## src/rtl/vend_sequencer.sv

```systemverilog
// Vending sequencer: accumulates coin credit, accepts a product selection and
// drives the dispenser and change-hopper req/ack handshakes, refunding on cancel/timeout.
module vend_sequencer #(
  parameter int CW          = 6,
  parameter int PRICE_A     = 15,
  parameter int PRICE_B     = 20,
  parameter int MAX_CREDIT  = 35,
  parameter int TIMEOUT_CYC = 1000
) (
  input  logic          clk,
  input  logic          rst,
  input  logic          coin_valid,
  input  logic [1:0]    coin_val,
  input  logic          sel_valid,
  input  logic          sel_id,
  input  logic          cancel,
  input  logic          vend_ack,
  input  logic          chg_ack,
  output logic          coin_accept,
  output logic          coin_reject,
  output logic          sel_reject,
  output logic          vend_req,
  output logic          vend_id,
  output logic          chg_req,
  output logic [CW-1:0] credit,
  output logic          busy
);

  localparam int TW = $clog2(TIMEOUT_CYC + 1);

  typedef enum logic [1:0] {S_IDLE, S_CREDIT, S_VEND, S_CHANGE} state_t;

  state_t        state_q;
  logic [CW-1:0] credit_q;
  logic [TW-1:0] timer_q;
  logic          coin_accept_q, coin_reject_q, sel_reject_q;
  logic          vend_req_q, vend_id_q, chg_req_q, busy_q;

  logic [CW-1:0] coin_amt;
  logic [CW:0]   coin_sum;
  logic [CW-1:0] price_sel;
  logic          in_credit, cancel_hit, sel_ok, coin_ok, timeout_hit, any_strobe;

  // Same-cycle priority is cancel > sel > coin; sel sees the pre-coin credit.
  always_comb begin
    coin_amt = '0;
    case (coin_val)
      2'b01:   coin_amt = CW'(5);
      2'b10:   coin_amt = CW'(10);
      default: coin_amt = '0;
    endcase
    coin_sum    = {1'b0, credit_q} + {1'b0, coin_amt};
    price_sel   = sel_id ? CW'(PRICE_B) : CW'(PRICE_A);
    in_credit   = (state_q == S_CREDIT);
    any_strobe  = coin_valid | sel_valid | cancel;
    cancel_hit  = in_credit & cancel;
    sel_ok      = in_credit & sel_valid & ~cancel & (credit_q >= price_sel);
    coin_ok     = coin_valid & ((state_q == S_IDLE) | in_credit) & (coin_amt != '0)
                & (coin_sum <= (CW+1)'(MAX_CREDIT)) & ~cancel_hit & ~sel_ok;
    timeout_hit = in_credit & ~any_strobe & (timer_q == TW'(TIMEOUT_CYC - 1));
  end

  always_ff @(posedge clk or posedge rst) begin
    if (rst) begin
      state_q       <= S_IDLE;
      credit_q      <= '0;
      timer_q       <= '0;
      coin_accept_q <= 1'b0;
      coin_reject_q <= 1'b0;
      sel_reject_q  <= 1'b0;
      vend_req_q    <= 1'b0;
      vend_id_q     <= 1'b0;
      chg_req_q     <= 1'b0;
      busy_q        <= 1'b0;
    end else begin
      coin_accept_q <= coin_ok;
      coin_reject_q <= coin_valid & ~coin_ok;
      sel_reject_q  <= sel_valid & ~sel_ok;

      if (any_strobe)
        timer_q <= '0;
      else if (in_credit && timer_q != '1)
        timer_q <= timer_q + TW'(1);

      case (state_q)
        S_IDLE: begin
          if (coin_ok) begin
            credit_q <= coin_sum[CW-1:0];
            state_q  <= S_CREDIT;
          end
        end
        S_CREDIT: begin
          if (cancel_hit || timeout_hit) begin
            state_q   <= S_CHANGE;
            chg_req_q <= 1'b1;
            busy_q    <= 1'b1;
          end else if (sel_ok) begin
            credit_q   <= credit_q - price_sel;
            state_q    <= S_VEND;
            vend_req_q <= 1'b1;
            vend_id_q  <= sel_id;
            busy_q     <= 1'b1;
          end else if (coin_ok) begin
            credit_q <= coin_sum[CW-1:0];
          end
        end
        S_VEND: begin
          if (vend_ack && vend_req_q) begin
            vend_req_q <= 1'b0;
            if (credit_q != '0) begin
              state_q   <= S_CHANGE;
              chg_req_q <= 1'b1;
            end else begin
              state_q <= S_IDLE;
              busy_q  <= 1'b0;
            end
          end
        end
        S_CHANGE: begin
          // Credit here is always a positive multiple of 5; the <=5 test keeps it from wrapping.
          if (chg_ack && chg_req_q) begin
            if (credit_q <= CW'(5)) begin
              credit_q  <= '0;
              state_q   <= S_IDLE;
              chg_req_q <= 1'b0;
              busy_q    <= 1'b0;
            end else begin
              credit_q <= credit_q - CW'(5);
            end
          end
        end
        default: begin
          state_q    <= S_IDLE;
          vend_req_q <= 1'b0;
          chg_req_q  <= 1'b0;
          busy_q     <= 1'b0;
        end
      endcase
    end
  end

  assign coin_accept = coin_accept_q;
  assign coin_reject = coin_reject_q;
  assign sel_reject  = sel_reject_q;
  assign vend_req    = vend_req_q;
  assign vend_id     = vend_id_q;
  assign chg_req     = chg_req_q;
  assign credit      = credit_q;
  assign busy        = busy_q;

endmodule

```

## config.mk

```make
export PLATFORM = sky130hd
export DESIGN_NAME = vend_sequencer
export DESIGN_NICKNAME = d
export VERILOG_FILES = /design/src/rtl/vend_sequencer.sv
export SDC_FILE = /design/constraint.sdc
export NUM_CORES = 1
export LEC_CHECK = 0
export CORE_MARGIN = 2
export CORE_UTILIZATION = 39
export DETAILED_ROUTE_END_ITERATION = 7
export PLACE_DENSITY = 0.63
export REMOVE_ABC_BUFFERS = 1
export SETUP_SLACK_MARGIN = 0.5
export SLEW_MARGIN = 15
export SYNTH_ARGS = -nofsm -noshare
export SYNTH_HDL_FRONTEND = slang
export SYNTH_SLANG_ARGS = --single-unit
```

## constraint.sdc

```tcl
create_clock -name clk -period 6 [get_ports clk]
set_clock_uncertainty 0.15 [all_clocks]
set_input_delay 1.2 -clock clk [delete_from_list [all_inputs] [get_ports clk]]
set_output_delay 1.2 -clock clk [all_outputs]
set_load 0.005 [all_outputs]
```

# Word level (Yosys, flattened, before mapping)

Cells that the tools add are included.

Bits in registers: 25
Bits in latches: 0
RAM bits: 0
Bits in read-only memories: 0
Memories: 0

Add/sub/neg operators: 4
$mul: 0
Divide/modulo/power cells: 0
Order comparisons: 3
Equal/unequal tests: 17
Shift operators: 0
Mux-type cells: 32
Bitwise operators: 22
Reductions and logical operators: 17

Operators by type and width:

| kind                    | count |
|---|---|
| $mux W6                 | 5 |
| $mux W10                | 2 |
| $pmux W6 S3             | 1 |
| $mux W2                 | 7 |
| $ne A2 B2 Y1 const B    | 7 |
| $and A1 B1 Y1           | 13 |
| $reduce_and A6 Y1       | 2 |
| $reduce_bool A6 Y1      | 2 |
| $mux W1                 | 11 |
| $add A10 B1 Y10 const B | 1 |
| $eq A10 B10 Y1 const B  | 1 |
| $ne A10 B10 Y1 const B  | 1 |
| $pmux W2 S4             | 1 |
| $pmux W4 S2             | 1 |
| $add A6 B6 Y7           | 1 |
| $le A7 B6 Y1 const B    | 1 |
| $eq A2 B2 Y1 const B    | 3 |
| $ge A6 B5 Y1            | 1 |
| $le A6 B3 Y1 const B    | 1 |
| $not A1 Y1              | 6 |
| $pmux W1 S3             | 2 |
| $reduce_and A3 Y1       | 2 |
| $reduce_bool A3 Y1      | 2 |
| $sub A6 B3 Y6 const B   | 1 |
| other kinds (13)        | 20 |

# Longest topological paths before layout

Gate-level depths: netlist (run 1).

Depth in word-level cells: 11
Mapped depth: 13
Depth with buffers taken out: 12

# Worst setup path before layout (run 1)

OpenSTA, ideal clock, no wires.

Path type: input-to-reg
From: input coin_val[0]
To: register credit_q[1], in the netlist credit[1]
Library setup time: 0.094 ns
Arrival time: 3.349 ns
Required time: 5.756 ns
Slack: 2.408 ns
Cell stages on the path: 13
Path buffers: 1
Cell sequence: inv_1 ha_1 buf_2 xor2_2 ha_1 a21oi_2 o211ai_1 a31o_2 nor4b_4 a21oi_2 inv_2 o21ai_0 a221oi_2

Cells in the longest elaborated chain, start to end: 11
Elaborated cells on any way between the ends: 14
Those cells by class: 1 x add/sub; 1 x order compare; 2 x eq/ne; 5 x mux; 4 x bitwise; 1 x reduce/logical

RTL lines:

| what                                                | RTL line | text |
|---|---|---|
| start, declared                                     | 13       | `input logic [1:0] coin_val,` |
| $eq A2 B2 Y1 or $eq A2 B1 Y1 (tied branches)        | 47       | `case (coin_val)` |
| $pmux W4 S2 *                                       | 47       |  |
| $add A6 B6 Y7 or $reduce_bool A6 Y1 (tied branches) | 52, 58   |  |
| $le A7 B6 Y1 or $and A1 B1 Y1 (tied branches)       | 59, 58   |  |
| $and A1 B1 Y1 * (3 in a row)                        | 59       | `& (coin_sum <= (CW+1)'(MAX_CREDIT)) & ~cancel_hit & ~sel_ok;` |
| named net coin_ok                                   | 42       | `logic in_credit, cancel_hit, sel_ok, coin_ok, timeout_hit, any_strobe;` |
| $mux W6 *                                           | 87, 103  |  |
| $mux W6                                             | 97       | `end else if (sel_ok) begin` |
| $mux W6                                             | 93       | `if (cancel_hit \|\| timeout_hit) begin` |
| $pmux W6 S3 *                                       | 85       | `case (state_q)` |
| end signal, assigned                                | 88       | `credit_q <= coin_sum[CW-1:0];` |
| end signal, assigned                                | 98       | `credit_q <= credit_q - price_sel;` |
| end signal, assigned                                | 104      | `credit_q <= coin_sum[CW-1:0];` |
| end, declared                                       | 34       | `logic [CW-1:0] credit_q;` |

Mark *: on every way through the listed nets, which the timed path passes. The rest lies on a longest branch. The select of a mux whose other input is x is not followed.
A chain may end at the register's enable or synchronous reset.

# Final worst setup path (run 1)

Same ends and word-level chain as after synthesis.

==> impl_metrics.toml, run 1 <==
[run_status]
status = "finished clean"

[floorplan]
die_x_um = 78.2
num_rows = 27
io_pins = 23
start_util_pct = 39.8
dieArea_um2 = 6120
die_y_um = 78.2
placeableCoreArea_um2 = 5410

[drt]
routed_wl_um = 5290
dr.first_iter.drc_count = 122
routed_via_density = 5.68
vias = 1948
drc = 0
firstDrtPassIters = 4
ant_nets = 0
wl_per_cell_um = 15.4

[yosys]
async_flop_share_pct = 100
avgSynthCellArea_um2 = 8.40
synth_largest_area_cell = "dfrtp_1"
yosysUniqueCellTypes = 63
synth_top_area_share_pct = 29.1
ys.flop_type = "dfrtp_1"
synth_area_leaders = "dfrtp_1 (29%), ha_1 (7.6%), nand2_1 (5.2%)"
synth_edf_count = 0
seq_area_frac_synth_pct = 29.1
ys_warn_count = 0
syn-instance-count = 256
netlist_area_um2 = 2150
synth_seq_cells = 25

[layout]
area_growth_pct = 14.3
layout.nets = 296
fin_area_um2 = 2460
largest_reg_flops = 10
n_antenna_cell = 0
final_core_util_pct = 45.5
drive_gt1_share_pct = 9.23
regMostFlops = "timer_q"

[pwr]
p_leak_uw = 0.000994
switching_share_pct = 48.2
intPower_uw = 530
clock_power_share_pct = 10.2
combinationalPowerShare_pct = 59.2
ir_worst_vdd_mv = 0.197
p_sw_uw = 494
power_frac_seq_pct = 30.6
powerDensity_nw_per_um2 = 416

[worst_hold_path]
hold_path.class = "flip-flop to flip-flop"
min_from = "vend_id$_DFFE_PP0P_"

[setup_path]
cp-end-kind = "flip-flop"
cp.required_ns = 6.04
critPathMaxFanout = 9
arrival_ns = 4.15
crit_start = "coin_val[0]"
path_class = "primary input to flip-flop"
r2r-start = "credit[0]$_DFFE_PP0P_"
startpoint_type = "primary input"

[placement]
gp_congestion = 0.887
dp_hpwl_um = 4000
portBuffers = 22
placed_area_um2 = 2410

[timing]
worst_slew_pin_slew_ns = 0.935
slew_viol_final = 0
timing.final.crit_share_pct = 68.6
slew_headroom_pct = 37.6
rsz0062_at_grt = "false"
hold_viol = 0
holdWs_ns = 0.336
period_minus_slack_ns = 4.11
max_freq_mhz = 243
finalSetupViolCount = 0
setup-tns-final_ns = 0

[cts]
cts_tree = "built"
post-cts-setup-buffers = 0
cts-root-buf = "clkbuf_8"
cts.sinks = 25
clock_path_buffers = 2
htreeDepth = 1
clk_latency_ns = 0.27
path_clk_slew_ns = 0.09
cts_hold_buf = 0
cts_resized = 0
cts_buffers = 3

[global_routing]
overflow = 0
grt_max_degree = 26
grt_pass1_vias = 1884
grt_pass1_wl_um = 9110
antenna_found_initial = 0
grt_usage_pct = 18.3

[flow_run]
drv_cap = 0
==> placed cells by master, fill, tap and decap left out, drive strengths merged, types with 2 or more instances in the layout <==
cell	n
a211o	3
a211oi	2
a21o	3
a21oi	14
a221oi	3
a31o	3
a31oi	5
and2	4
and3	2
clkbuf	3
clkdlybuf4s50	22
dfrtp	25
ha	13
inv	13
nand2	30
nand2b	4
nand3	3
nand3b	3
nand4	7
nor2	23
nor2b	3
nor3	5
nor4	2
o2111ai	2
o211a	2
o211ai	2
o21a	2
o21ai	17
o21bai	2
o221a	2
o221ai	3
o22ai	2
o31ai	2
or2	3
or3	4
xnor2	6
xor2	8
==> final timing paths <==
check / endpoint / slack [ns] / cells after the start
max reg2reg: credit[1]$_DFFE_PP0P_ / 2.75 / 12
min in group asynchronous: timer_q[5]$_DFFE_PP0P_ / 1.28 / 2
max: credit[1]$_DFFE_PP0P_ / 1.89 / 13
min: vend_id$_DFFE_PP0P_ / 0.34 / 2
max in group asynchronous: vend_req$_DFFE_PP0P_ / 3.86 / 2
min reg2reg: vend_id$_DFFE_PP0P_ / 0.34 / 2
==> metal layers <==
metal / part of all wire [%] / vias up / track usage [%]
li1: - / 972 / -
met1: 48 / 929 / 25.5
met2: 47 / 41 / 30.5
met3: 4.1 / 6 / 3.68
met4: 0.96 / 0 / 1.58
met5: 0 / - / 0
==> logic make-up (layout without fill, tap and decap cells) <==
logic type      Yosys count  after routing  synth area share [%]
xor+xnor                 14             14                  6.05
simple gates            100            100                  24.7
buf+inv                  24             39                  4.66
compound gates           77             77                  25.8
flops                    25             25                  29.1
fa+ha+maj                14             14                  8.50
mux                       2              2                  1.16
==> layout make-up <==
cell class,instances,area [um^2]
fillers,559,2950
repair buffers,22,220
flip-flops and latches,25,626
multi-input cells,207,1420
inverters,13,48.8
well taps,72,90.1
clock inverters,1,7.51
clock buffers,3,41.3
==> through the flow <==
step | std cells | setup slack, ns | total power, uW
after global routing | 343 | 1.71 | 1110
after detailed placement | 339 | 1.62 | 917
after CTS | 343 | 1.91 | 1020
after floorplan | 245 | 2.42 | 713
after global placement | 339 | 1.69 | 918
final | 343 | 1.89 | 1020
==> power by group through the flow <==
stage	clock network (uW)	logic, uW	registers (uW)
after detailed placement	0	602	315
after global placement	0	602	316
after global routing	113	674	324
after CTS	107	605	311
final	104	606	313
after floorplan	0	430	282
==> worst max-delay path, cell delays in order <==
cell and delay, ns:
clkdlybuf4s50_1 0.50, inv_1 0.07, ha_1 0.31, xor2_2 0.20, ha_1 0.24, a21oi_2 0.17
o211ai_1 0.15, a31o_2 0.30, nor4b_4 0.42, a21oi_2 0.10, inv_2 0.14, o21ai_0 0.11
a221oi_2 0.25
==> cells in the mapped netlist, drive strengths merged, types with 2 or more instances <==
library cell,n
a211o,3
a211oi,2
a21o,3
a21oi,14
a221oi,3
a31o,3
a31oi,5
and2,4
and3,2
buf,6
clkbuf,5
dfrtp,25
ha,13
inv,13
nand2,30
nand2b,4
nand3,3
nand3b,3
nand4,7
nor2,23
nor2b,3
nor3,5
nor4,2
o2111ai,2
o211a,2
o211ai,2
o21a,2
o21ai,17
o21bai,2
o221a,2
o221ai,3
o22ai,2
o31ai,2
or2,3
or3,4
xnor2,6
xor2,8
No activity file was read; power rests on OpenSTA's default activity.
==> inputs of run 2 (changes only) <==
--- a/config.mk
+++ b/config.mk
@@ -8,7 +8,7 @@
 export CORE_MARGIN = 2
 export CORE_UTILIZATION = 39
 export DETAILED_ROUTE_END_ITERATION = 7
-export PLACE_DENSITY = 0.63
+export PLACE_DENSITY = 0.65
 export REMOVE_ABC_BUFFERS = 1
 export SETUP_SLACK_MARGIN = 0.5
 export SLEW_MARGIN = 15
==> constraint.sdc (replaced) <==
create_clock -name clk -period 3.65 [get_ports clk]
set_clock_uncertainty 0.15 [all_clocks]
set_input_delay 0.73 -clock clk [delete_from_list [all_inputs] [get_ports clk]]
set_output_delay 0.73 -clock clk [all_outputs]
set_load 0.005 [all_outputs]
==> impl_metrics.toml, run 2 (same netlist as run 1, synthesis figures left out) <==
[setup_path]
ff2ff_path_depth = 12
cp.required_ns = 3.71
path_class = "primary input to flip-flop"
cp-end-kind = "flip-flop"
r2r-start = "credit[0]$_DFFE_PP0P_"
startpoint_type = "primary input"
arrival_ns = 3.11
critPathMaxFanout = 4
timing.rr.end = "credit[4]$_DFFE_PP0P_"
r2r_setup_slack_ns = 0.75

[flow_run]
drv_cap = 0

[layout]
drive_gt1_share_pct = 21.4
area_growth_pct = 26.5
final_cells = 367
n_antenna_cell = 0
fin_area_um2 = 2720
final_common_cell = "nand2_1"
regMostFlops = "timer_q"
layout.nets = 320
layout_common_cells = "nand2_1 (30), dfrtp_1 (25), buf_4 (24)"
largest_reg_flops = 10

[timing]
rsz0062_at_grt = "false"
finalSetupViolCount = 0
slew_headroom_pct = 33.9
max_freq_mhz = 327
hold_viol = 0
timing.final.crit_share_pct = 83.7
slew_viol_final = 0
worst_slew_pin_slew_ns = 0.991
layout_setup_ws_ns = 0.595
period_minus_slack_ns = 3.05

[drt]
routed_wl_um = 5740
vias = 2097
dr.first_iter.drc_count = 148
ant_nets = 0
firstDrtPassIters = 4
wl_per_cell_um = 15.6
drc = 0
routed_via_density = 5.71

[global_routing]
grt_pass1_wl_um = 9600
grt_usage_pct = 19.5
antenna_found_initial = 0
grt_pass1_vias = 1985
grt_max_degree = 26
overflow = 0

[cts]
cts.sinks = 25
cts_buffers = 3
cts_tree = "built"
path_clk_slew_ns = 0.10
cts-root-buf = "clkbuf_8"
clock_path_buffers = 2
htreeDepth = 1
clk_latency_ns = 0.28

[floorplan]
die_x_um = 78.2
placeableCoreArea_um2 = 5410
die_y_um = 78.2
io_pins = 23
start_util_pct = 39.8
dieArea_um2 = 6120
num_rows = 27

[pwr]
powerDensity_nw_per_um2 = 677
ir_worst_vdd_mv = 0.435
p_leak_uw = 0.00113

[worst_hold_path]
min_from = "vend_id$_DFFE_PP0P_"
holdPathStages = 2
hold_path.class = "flip-flop to flip-flop"
hold_end = "vend_id$_DFFE_PP0P_"

[placement]
dpl.cell_count = 358
pre_cts_ws_ns = -0.0176
gp_congestion = 0.950
portBuffers = 22
placed_area_um2 = 2550
dp_hpwl_um = 4240

[run_status]
status = "finished clean"
[run 2: cell types whose count changed in the layout (fill, tap and decap cells not counted), moves of 2 or more]
cell and delta:
buf_4 +24, ha_1 -6, ha_2 +5, clkdlybuf4s50_1 -3
a211oi_1 -2, a211oi_2 +2, a21oi_4 +2
[run 2: through the flow]
stage	hold WS (ns)	setup TNS (ns)	utilization, %	total power, uW
2_1_floorplan	0.323	0	-	1170
3_3_place_gp	0.321	0	47.2	1560
3_5_place_dp	0.326	-0.0176	47.2	1570
4_1_cts	0.349	0	48.7	1770
5_1_grt	0.397	0	50.3	1990
6_report	0.353	0	50.3	1840
[run 2: where the power goes]
group / internal [uW] / leakage, uW / switching (uW)
logic: 553 / 0.000786 / 603
registers: 334 / 0.000318 / 169
clock network: 77.8 / 0.0000217 / 103
total: 965 / 0.00113 / 875
[run 2: what timing repair did]
item,in CTS,in global routing
resized for setup,8,17
pin swaps,6,11
cloned,0,0
hold buffers,0,0
endpoints found under the hold margin,0,0
setup buffers,2,3
endpoints found under the setup margin,8,9
[run 2: worst max-delay path by stage]
stage	startpoint	to	cells past startpoint
6_report	coin_val[1]	credit[4]$_DFFE_PP0P_	12
5_1_grt	coin_val[1]	credit[3]$_DFFE_PP0P_	13
4_1_cts	coin_val[0]	credit[0]$_DFFE_PP0P_	13
3_5_place_dp	coin_val[0]	credit[1]$_DFFE_PP0P_	13
3_3_place_gp	coin_val[0]	credit[1]$_DFFE_PP0P_	13
2_1_floorplan	coin_val[0]	credit[1]$_DFFE_PP0P_	12
[run 2: routing by layer]
metal  track usage, %  up-vias  wire [um]
met1             26.7     1015       2660
met4             5.09        0         48
met5                0        -          0
met2             32.0       52       2780
li1                 -     1023          -
met3             3.22        7        257
[run 2: area by class of cell]
type                            instances  area, um^2
Timing Repair Buffer                   46         402
Clock buffer                            3        41.3
Tap cell                               72        90.1
Clock inverter                          1        7.51
Multi-Input combinational cell        207        1500
Sequential cell                        25         626
Fill cell                             528        2690
Inverter                               13        51.3
[run 2: worst max-delay path, cell delays in order]
cell and delay [ns]:
dlygate4sd2_1 0.27, ha_2 0.20, xor2_2 0.16, ha_4 0.20, a21oi_4 0.15, o211ai_1 0.18
a31o_2 0.33, nor4b_4 0.38, buf_4 0.19, or2_2 0.10, a21oi_1 0.06, o21ai_0 0.16
